**config.mk**
```make
export PLATFORM = sky130hd
export DESIGN_NAME = lc3b_mem_unit
export DESIGN_NICKNAME = d
export VERILOG_FILES = /design/src/rtl/lc3b_mem_pkg.sv /design/src/rtl/lc3b_mem_array.sv /design/src/rtl/lc3b_mem_unit.sv
export SDC_FILE = /design/constraint.sdc
export NUM_CORES = 2
export LEC_CHECK = 0
export CAP_MARGIN = 10
export CORE_MARGIN = 4
export CORE_UTILIZATION = 52
export CTS_CLUSTER_DIAMETER = 100
export CTS_CLUSTER_SIZE = 12
export DETAILED_ROUTE_END_ITERATION = 7
export MAX_ROUTING_LAYER = met4
export PLACE_DENSITY = 0.67
export SYNTH_ARGS = -nofsm -noshare
export SYNTH_HDL_FRONTEND = slang
export SYNTH_HIERARCHICAL = 1
export SYNTH_SLANG_ARGS = --single-unit
```
**constraint.sdc**
```tcl
create_clock -name clk_50 -period 10.45 [get_ports clk_50]
set_clock_uncertainty 0.05 [all_clocks]
set_input_delay 1.045 -clock clk_50 [delete_from_list [all_inputs] [get_ports clk_50]]
set_output_delay 1.045 -clock clk_50 [all_outputs]
set_load 0.005 [all_outputs]
```
**src/rtl/lc3b_mem_pkg.sv**
```systemverilog
// Shared definitions for the LC-3b memory unit.
//   state_t   : access FSM states
//   RW_WRITE  : value of rw that requests a write
//   SIZE_BYTE : value of datasize that requests a byte access
//   sext_byte : sign-extends a byte to the 16-bit datapath width
package lc3b_mem_pkg;

  typedef enum logic [1:0] {
    IDLE  = 2'd0,
    READ  = 2'd1,
    WRITE = 2'd2,
    DONE  = 2'd3
  } state_t;

  localparam logic RW_WRITE  = 1'b1;
  localparam logic SIZE_BYTE = 1'b1;

  function automatic logic [15:0] sext_byte(input logic [7:0] b);
    return {{8{b[7]}}, b};
  endfunction

endpackage

```
**src/rtl/lc3b_mem_array.sv**
```systemverilog
// DEPTH x 8 byte storage with no reset (contents survive rst).
//   clk    : write clock
//   we     : byte write enables; we[0] writes addr, we[1] writes addr+1
//   addr   : byte address (addr+1 wraps modulo DEPTH)
//   wdata  : {byte for addr+1, byte for addr}
//   rdata0 : combinational read of addr
//   rdata1 : combinational read of addr+1
module lc3b_mem_array #(
  parameter int DEPTH = 256,
  parameter int AW    = $clog2(DEPTH)
) (
  input  logic          clk,
  input  logic [1:0]    we,
  input  logic [AW-1:0] addr,
  input  logic [15:0]   wdata,
  output logic [7:0]    rdata0,
  output logic [7:0]    rdata1
);

  logic [7:0]    mem [DEPTH];
  logic [AW-1:0] addr_p1;

  // Natural AW-bit overflow gives the modulo-DEPTH wrap.
  assign addr_p1 = addr + AW'(1);

  always_ff @(posedge clk) begin
    if (we[0]) mem[addr]    <= wdata[7:0];
    if (we[1]) mem[addr_p1] <= wdata[15:8];
  end

  assign rdata0 = mem[addr];
  assign rdata1 = mem[addr_p1];

endmodule

```
**src/rtl/lc3b_mem_unit.sv**
```systemverilog
// LC-3b memory unit: MAR/MDR front end, latency counter and R handshake
// over a little-endian byte array.
//   clk_50   : clock, all state on rising edge
//   rst      : asynchronous active-high reset
//   bus      : datapath bus value
//   ld_mar   : load MAR from bus (IDLE only)
//   ld_mdr   : load MDR from bus (IDLE only)
//   gate_mdr : drive MDR onto mdr_out
//   mio_en   : memory request, held high until r is seen
//   rw       : 1 = write, 0 = read (captured at acceptance)
//   datasize : 1 = byte, 0 = word (captured at acceptance)
//   mdr_out  : MDR when gate_mdr, else 0
//   r        : access complete
//   addr_err : unaligned word access, valid while r = 1
// Handshake: the requester raises mio_en and holds it until r = 1; r then
// stays high until the edge after mio_en returns low. The request is accepted
// on the first edge mio_en is high in IDLE.
module lc3b_mem_unit
  import lc3b_mem_pkg::*;
#(
  parameter int ADDR_W = 16,
  parameter int DATA_W = 16,
  parameter int DEPTH  = 256,
  parameter int RD_LAT = 5,
  parameter int WR_LAT = 10
) (
  input  logic              clk_50,
  input  logic              rst,
  input  logic [DATA_W-1:0] bus,
  input  logic              ld_mar,
  input  logic              ld_mdr,
  input  logic              gate_mdr,
  input  logic              mio_en,
  input  logic              rw,
  input  logic              datasize,
  output logic [DATA_W-1:0] mdr_out,
  output logic              r,
  output logic              addr_err
);

  localparam int AW      = $clog2(DEPTH);
  localparam int MAX_LAT = (RD_LAT > WR_LAT) ? RD_LAT : WR_LAT;
  localparam int CNT_W   = $clog2(MAX_LAT + 1);

  state_t            state;
  logic [ADDR_W-1:0] mar;
  logic [DATA_W-1:0] mdr;
  logic [CNT_W-1:0]  cnt;
  logic              size_q;
  logic              r_q;
  logic              err_q;

  logic [AW-1:0]     a;
  logic [7:0]        rd0;
  logic [7:0]        rd1;
  logic              unaligned;
  logic              finishing;
  logic [1:0]        we;

  assign a         = mar[AW-1:0];
  assign unaligned = (size_q != SIZE_BYTE) && mar[0];
  assign finishing = ((state == READ) || (state == WRITE)) && (cnt == '0);

  // The commit is tied to the single busy->DONE edge, so a long hold in DONE
  // cannot write again, and an async reset (state forced to IDLE) kills it.
  always_comb begin
    we = 2'b00;
    if (finishing && (state == WRITE) && !unaligned) begin
      we[0] = 1'b1;
      we[1] = (size_q != SIZE_BYTE);
    end
  end

  lc3b_mem_array #(
    .DEPTH (DEPTH),
    .AW    (AW)
  ) u_array (
    .clk    (clk_50),
    .we     (we),
    .addr   (a),
    .wdata  (mdr[15:0]),
    .rdata0 (rd0),
    .rdata1 (rd1)
  );

  always_ff @(posedge clk_50 or posedge rst) begin
    if (rst) begin
      state  <= IDLE;
      mar    <= '0;
      mdr    <= '0;
      cnt    <= '0;
      size_q <= 1'b0;
      r_q    <= 1'b0;
      err_q  <= 1'b0;
    end else begin
      case (state)
        IDLE: begin
          if (ld_mar) mar <= ADDR_W'(bus);
          if (ld_mdr) mdr <= bus;
          // Accepted this edge; the busy states see the freshly loaded MAR/MDR.
          if (mio_en) begin
            size_q <= datasize;
            if (rw == RW_WRITE) begin
              state <= WRITE;
              cnt   <= CNT_W'(WR_LAT - 1);
            end else begin
              state <= READ;
              cnt   <= CNT_W'(RD_LAT - 1);
            end
          end
        end
        READ, WRITE: begin
          if (cnt == '0) begin
            state <= DONE;
            r_q   <= 1'b1;
            err_q <= unaligned;
            if ((state == READ) && !unaligned) begin
              if (size_q == SIZE_BYTE) mdr <= sext_byte(rd0);
              else                     mdr <= {rd1, rd0};
            end
          end else begin
            cnt <= cnt - CNT_W'(1);
          end
        end
        DONE: begin
          if (!mio_en) begin
            state <= IDLE;
            r_q   <= 1'b0;
            err_q <= 1'b0;
          end
        end
        default: state <= IDLE;
      endcase
    end
  end

  assign r        = r_q;
  assign addr_err = err_q;
  assign mdr_out  = gate_mdr ? mdr : '0;

endmodule

```
## Word level (Yosys, flattened, before mapping)

Memories as Yosys holds them, arrays and structs flattened.
Index checks and enable logic that the tools add are counted.
Widths: inputs -> output; s select.

| operators by class | value |
|---|---|
| add/subtract/negate cells | 2 |
| $mul | 0 |
| divide/modulo/power cells | 0 |
| order comparisons | 0 |
| eq/ne operators | 9 |
| shift operators | 0 |
| multiplexer cells | 25 |
| bitwise operators | 1 |
| reductions and logical operators | 18 |

Operators with widths:

| operator | count |
|---|---|
| $mux 16 | 5 |
| $pmux 16 s2 | 1 |
| $mux 4 | 3 |
| $ne 2x2->1 const B | 6 |
| $mux 2 | 5 |
| $reduce_and 3->1 | 3 |
| $add 8x1->8 const B | 1 |
| $pmux 4 s2 | 1 |
| $mux 1 | 7 |
| $pmux 2 s3 | 1 |
| $logic_and 1x1->1 | 5 |
| $eq 2x2->1 const B | 2 |
| $logic_not 4->1 | 1 |
| $pmux 1 s2 | 2 |
| $reduce_and 2->1 | 2 |
| $reduce_and 4->1 | 1 |
| $reduce_bool 2->1 | 2 |
| $sub 4x1->4 const B | 1 |
| $eq 2x1->1 const B | 1 |
| $logic_not 2->1 | 1 |
| $reduce_or 2->1 | 1 |
| $logic_not 1->1 | 1 |
| $logic_or 1x1->1 | 1 |
| $not 1->1 | 1 |

| word-level totals | value |
|---|---|
| register bits | 33 |
| bits in latches | 0 |
| memory bits (writable) | 2048 |
| bits in read-only memories | 0 |
| word-level logic and storage cells | 63 |
| memories kept | 1 |

Memories:

| name | words | bits a word | rd ports | clocked after memory_dff | wr ports | line | text |
|---|---|---|---|---|---|---|---|
| u_array.mem | 256 | 8 | 2 | 0 | 2 | lc3b_mem_array.sv:20 | `logic [7:0] mem [DEPTH];` |

## Depth between registers and ports, before layout

| logic depth | value |
|---|---|
| depth in word-level cells | 8 |
| mapped depth | 22 |
| gate-level depth less buffers | 13 |

## Modules after synthesis

The synthesis kept the hierarchy.

Modules (own cells, without submodules):

| module | times used | cells each | area an instance (um2) | sequential area each (um2) |
|---|---|---|---|---|
| lc3b_mem_array | 1 | 7448 | 122900.4 | 61499.0 |
| lc3b_mem_unit | 1 | 192 | 1904.3 | 825.8 |

## Least setup slack after synthesis

OpenSTA, ideal clock, no wires.

| timing | value |
|---|---|
| path type | register to register |
| from | register mar[0] |
| to | register mdr[8] |
| data arrival time | 4505 ps |
| required time | 10262 ps |
| path slack | 5757 ps |
| stages on the path, launching flop included | 20 |
| buffers on the path | 11 |
| period minus slack after synthesis | 4693 ps |
| cell sequence | dfrtp_1 buf_6 buf_6 buf_2 buf_2 buf_2 buf_2 inv_1 ha_1 buf_2 buf_2 buf_2 clkbuf_1 buf_1 mux4_2 mux4_2 a22oi_1 o2111ai_1 nand2b_1 a221oi_1 |

| between the ends | value |
|---|---|
| word-level cells in the longest chain between the ends | 6 |

RTL lines:

| item | line | text |
|---|---|---|
| from (decl) | lc3b_mem_unit.sv:46 | `logic [ADDR_W-1:0] mar;` |
| from (signal assigned) | lc3b_mem_unit.sv:98 | `if (ld_mar) mar <= ADDR_W'(bus);` |
| $add 8x1->8 | lc3b_mem_array.sv:24 | `assign addr_p1 = addr + AW'(1);` |
| $mem_v2 256x8 | n/a |  |
| via rd1[0] | lc3b_mem_unit.sv:55 | `logic [7:0] rd1;` |
| $mux 16 | lc3b_mem_unit.sv:118 | `if (size_q == SIZE_BYTE) mdr <= sext_byte(rd0);` |
| $mux 16 | lc3b_mem_unit.sv:117 | `if ((state == READ) && !unaligned) begin` |
| $mux 16 | lc3b_mem_unit.sv:113 | `if (cnt == '0) begin` |
| $pmux 16 s2 | lc3b_mem_unit.sv:96 | `case (state)` |
| to (signal assigned) | lc3b_mem_unit.sv:99 | `if (ld_mdr) mdr <= bus;` |
| to (signal assigned) | lc3b_mem_unit.sv:118 |  |
| to (signal assigned) | lc3b_mem_unit.sv:119 | `else mdr <= {rd1, rd0};` |
| to (decl) | lc3b_mem_unit.sv:47 | `logic [DATA_W-1:0] mdr;` |

The timed path passes the listed nets, and every way through them passes these cells. The select of a mux whose other input is x is not followed.
A chain may end at the register's enable or synchronous reset.

## Worst setup path after layout

| timing | value |
|---|---|
| from | register mar[0] |
| to | register mdr[12] |

The elaborated chain is that of the path after synthesis.

==> results_dict.tcl <==
set metrics [dict create \
    synth_most_common_cell "mux2_2" \
    r2r_cells 11 \
    maxSlewViolCount 0 \
    p_sw_w 0.0187 \
    grtUsageTotal_pct 38.5 \
    clock_sinks 2081 \
    p_seq_share_pct 26.1 \
    area_delta_synth_final_pct 7.18 \
    drt_pre_antenna_iters 8 \
    yosysUniqueCellTypes 72 \
    drtAntennaViolNets 0 \
    synth_common_cells "2050 x mux2_2, 2048 x edfxtp_1, 1238 x mux4_2" \
    postCtsSetupBuffers 0 \
    clkTransAtPathRegs_ns 0.07 \
    ys_ff_latch 2081 \
    layout-drive-gt1-share_pct 54.1 \
    drt_iter0_markers 13670 \
    synthArstFlopShare_pct 1.59 \
    fillers 18605 \
    hpwlAfterDp_um 301000 \
    yosys.area.top_type "edfxtp_1" \
    cp_max_fo 49 \
    cts_made_buffers 192 \
    drt-total-wl_um 472000 \
    grt_pass1_vias 78330 \
    synth.top_cell.area_share_pct 49.3 \
    ctsHtreeMaxLevel 4 \
    synth-edff-count 2048 \
    syn_nets 7675 \
    fin_crit_sh_pct 61.4 \
    timing.fmax_mhz 156 \
    fin_hold_ws_ns 0.460 \
    synth_cells 7640 \
    r2r_start "mar[0]" \
    cts_tree "built" \
    setup_viol 0 \
    cp.required_ns 11.14 \
    p_comb_share_pct 58.5 \
    num_vias 82497 \
    ir_worst_vdd_v 0.000457 \
    synthFlopType "edfxtp_1" \
    num_io_pins 42 \
    insertion_delay_ns 0.89 \
    r2r_setup_slack_ns 4.03 \
    multi_input_comb_area_um2 58700 \
    p_sw_share_pct 44.3 \
    powerDensity_nw_per_um2 315 \
    end_kind "register" \
    ctsHoldBuffers 0 \
    grt_antenna_before_repair 43 \
    viasPerCell 7.77 \
    cp-start-kind "register" \
    arrival_ns 7.11 \
    crit_chain "buf_4 > inv_1 > ha_4 > buf_4 > mux4_2 > mux4_2 > a22oi_1 > o21ai_1 > or4_1 > nand2b_1 > a221oi_1" \
    clockRootBuffer "clkbuf_16" \
    relSlewSlack_pct 7.98 \
    yosysSeqAreaShare_pct 49.9 \
    outcome "finished, final reports clean" \
    hp-class "reg -> reg" \
    cts_buffer_depth 3 \
    overflow 0 \
    die_h_um 498 \
    whs_path_depth 2 \
    max-cap-violations 0 \
    hold_path_end "r" \
    grt_max_degree 158 \
    setup_slack_ns 4.03 \
    worstHoldStart "r" \
    avgSynthCellArea_um2 16.3 \
    p_leak_nw 40.7 \
    seqCellArea_um2 62400 \
    syn_area_um2 125000 \
    portBuffers 41 \
    yosys_warnings 6 \
    die_area_um2 248000 \
    synthTopCellsByArea "edfxtp_1 49%, mux4_2 22%, mux2_2 18%" \
    nNetsFinal 7352 \
    worstSetupPathType "reg -> reg" \
    power.internal_w 0.0235 \
    setup_tns_ns 0 \
    fp-row-count 179 \
    crit_slowest_cell "dfrtp_4" \
    drc 0 \
    clock_power_share_pct 15.4 \
    cp_slowest_stage_delay_ns 0.97 \
    grt_pass1_wl_um 651000 \
    initial_core_util_pct 52.4 \
    min_period_ns 6.42 \
    cts_resized 0 \
    rsz0062_at_grt "no" \
    place.gp.congestion 1.04 \
    post_drt_wl_per_cell_um 44.4 \
    die_w_um 498 \
    hold_viol_final 0 \
    pre_cts_slack_ns 4.17 \
    rr_endpoint "mdr[12]" \
    tightestPinTransition_ns 1.38 \
    coreArea_um2 238000 \
]
## cell families (layout without fill, tap and decap cells)
kind of cell	Yosys count	count (layout)	share of synthesized area, %
compound gates	471	471	2.39
xor+xnor	10	10	0.0762
fa+ha+maj	11	11	0.110
buf+inv	915	643	3.24
flops	2081	2081	49.9
mux	3312	3312	41.0
other cells	0	88	0
simple gates	840	840	3.21
## critical path: cells and delay by family, from the launching register on
| family | cells | cell delay (ns) |
|---|---|---|
| AOI/OAI and AO/OA | 3 | 1.16 |
| DFF | 1 | 0.97 |
| adders and majority gates | 1 | 0.83 |
| and+or+nand+nor | 2 | 0.67 |
| muxes | 2 | 0.99 |
| buffers and inverters | 3 | 1.43 |
## stage by stage
step / cell area [um^2] / power (W) / utilization [%] / std cells
4_1_cts: 133000 / 0.0412 / 56.0 / 10518
6_report: 134000 / 0.0421 / 56.1 / 10623
5_1_grt: 134000 / 0.0427 / 56.1 / 10598
3_3_place_gp: 128000 / 0.0345 / 53.8 / 10253
2_1_floorplan: 125000 / 0.0260 / - / 7640
3_5_place_dp: 128000 / 0.0347 / 53.8 / 10273
## how the worst max path moves through the flow
stage                     startpoint            endpoint  slack (ns)  cells after the start
final                         mar[0]             mdr[12]        4.03                     11
after global routing          mar[0]             mdr[12]        3.94                     11
after CTS                     mar[0]             mdr[12]        4.15                     11
after detailed placement      mar[0]             mdr[12]        4.17                     11
after global placement        mar[0]  u_array/mem[55][6]        3.86                     10
after floorplan               mar[0]              mdr[8]        5.76                     19
## power by group through the flow
stage	sequential, W	clock, W	combinational, W
after floorplan	0.0106	0	0.0154
after global placement	0.0111	0	0.0234
after detailed placement	0.0111	0	0.0236
after CTS	0.0110	0.00657	0.0237
after global routing	0.0110	0.00688	0.0249
final	0.0110	0.00651	0.0246
## layout by cell type, fill, tap and decap left out, types with 23 or more instances in the layout
cell type	synthesis	final
mux2_2	2050	2050
edfxtp_1	2048	2048
mux4_2	1238	1238
nand2_1	427	425
buf_4	34	284
clkbuf_16	0	195
o21ai_0	187	156
nand3_1	107	96
diode_2	0	88
o22ai_1	86	86
nor2_2	42	45
nor2_1	49	45
clkdlybuf4s50_1	0	41
clkbuf_1	605	37
a22oi_1	36	36
o21ai_1	5	34
and2_1	37	33
and3_1	27	27
nand4_1	25	25
a21oi_1	28	24
buf_2	200	24
nor3_1	27	23
nand2_2	22	23
## metal layers
| metal | wire, um | GRT usage, % | share of wire [%] | up-vias |
|---|---|---|---|---|
| met1 | 166000 | 49.5 | 35 | 43686 |
| li1 | - | - | - | 30759 |
| met5 | 0 | - | 0 | - |
| met3 | 66200 | 12.9 | 14 | 1257 |
| met4 | 30700 | 20.5 | 6.5 | 0 |
| met2 | 208000 | 54.4 | 44 | 6795 |
## layout make-up
cell class              instances  share of cell area [%]
diodes                         88                   0.165
flip-flops and latches       2081                    46.7
clock buffers                 232                    3.75
repair buffers                375                    2.36
inverters                      23                  0.0645
well taps                    3167                    2.96
multi-input cells            4644                    43.9
clock inverters                13                   0.130
## state kept, by name (all words and copies together) (netlist names)
| register | cells |
|---|---|
| addr_err | 1 |
| mar | 8 |
| r | 1 |
| mdr | 16 |
| u_array/mem | 2048 |
| size_q | 1 |
| state | 2 |
| cnt | 4 |
(Power assumes the default switching activity.)
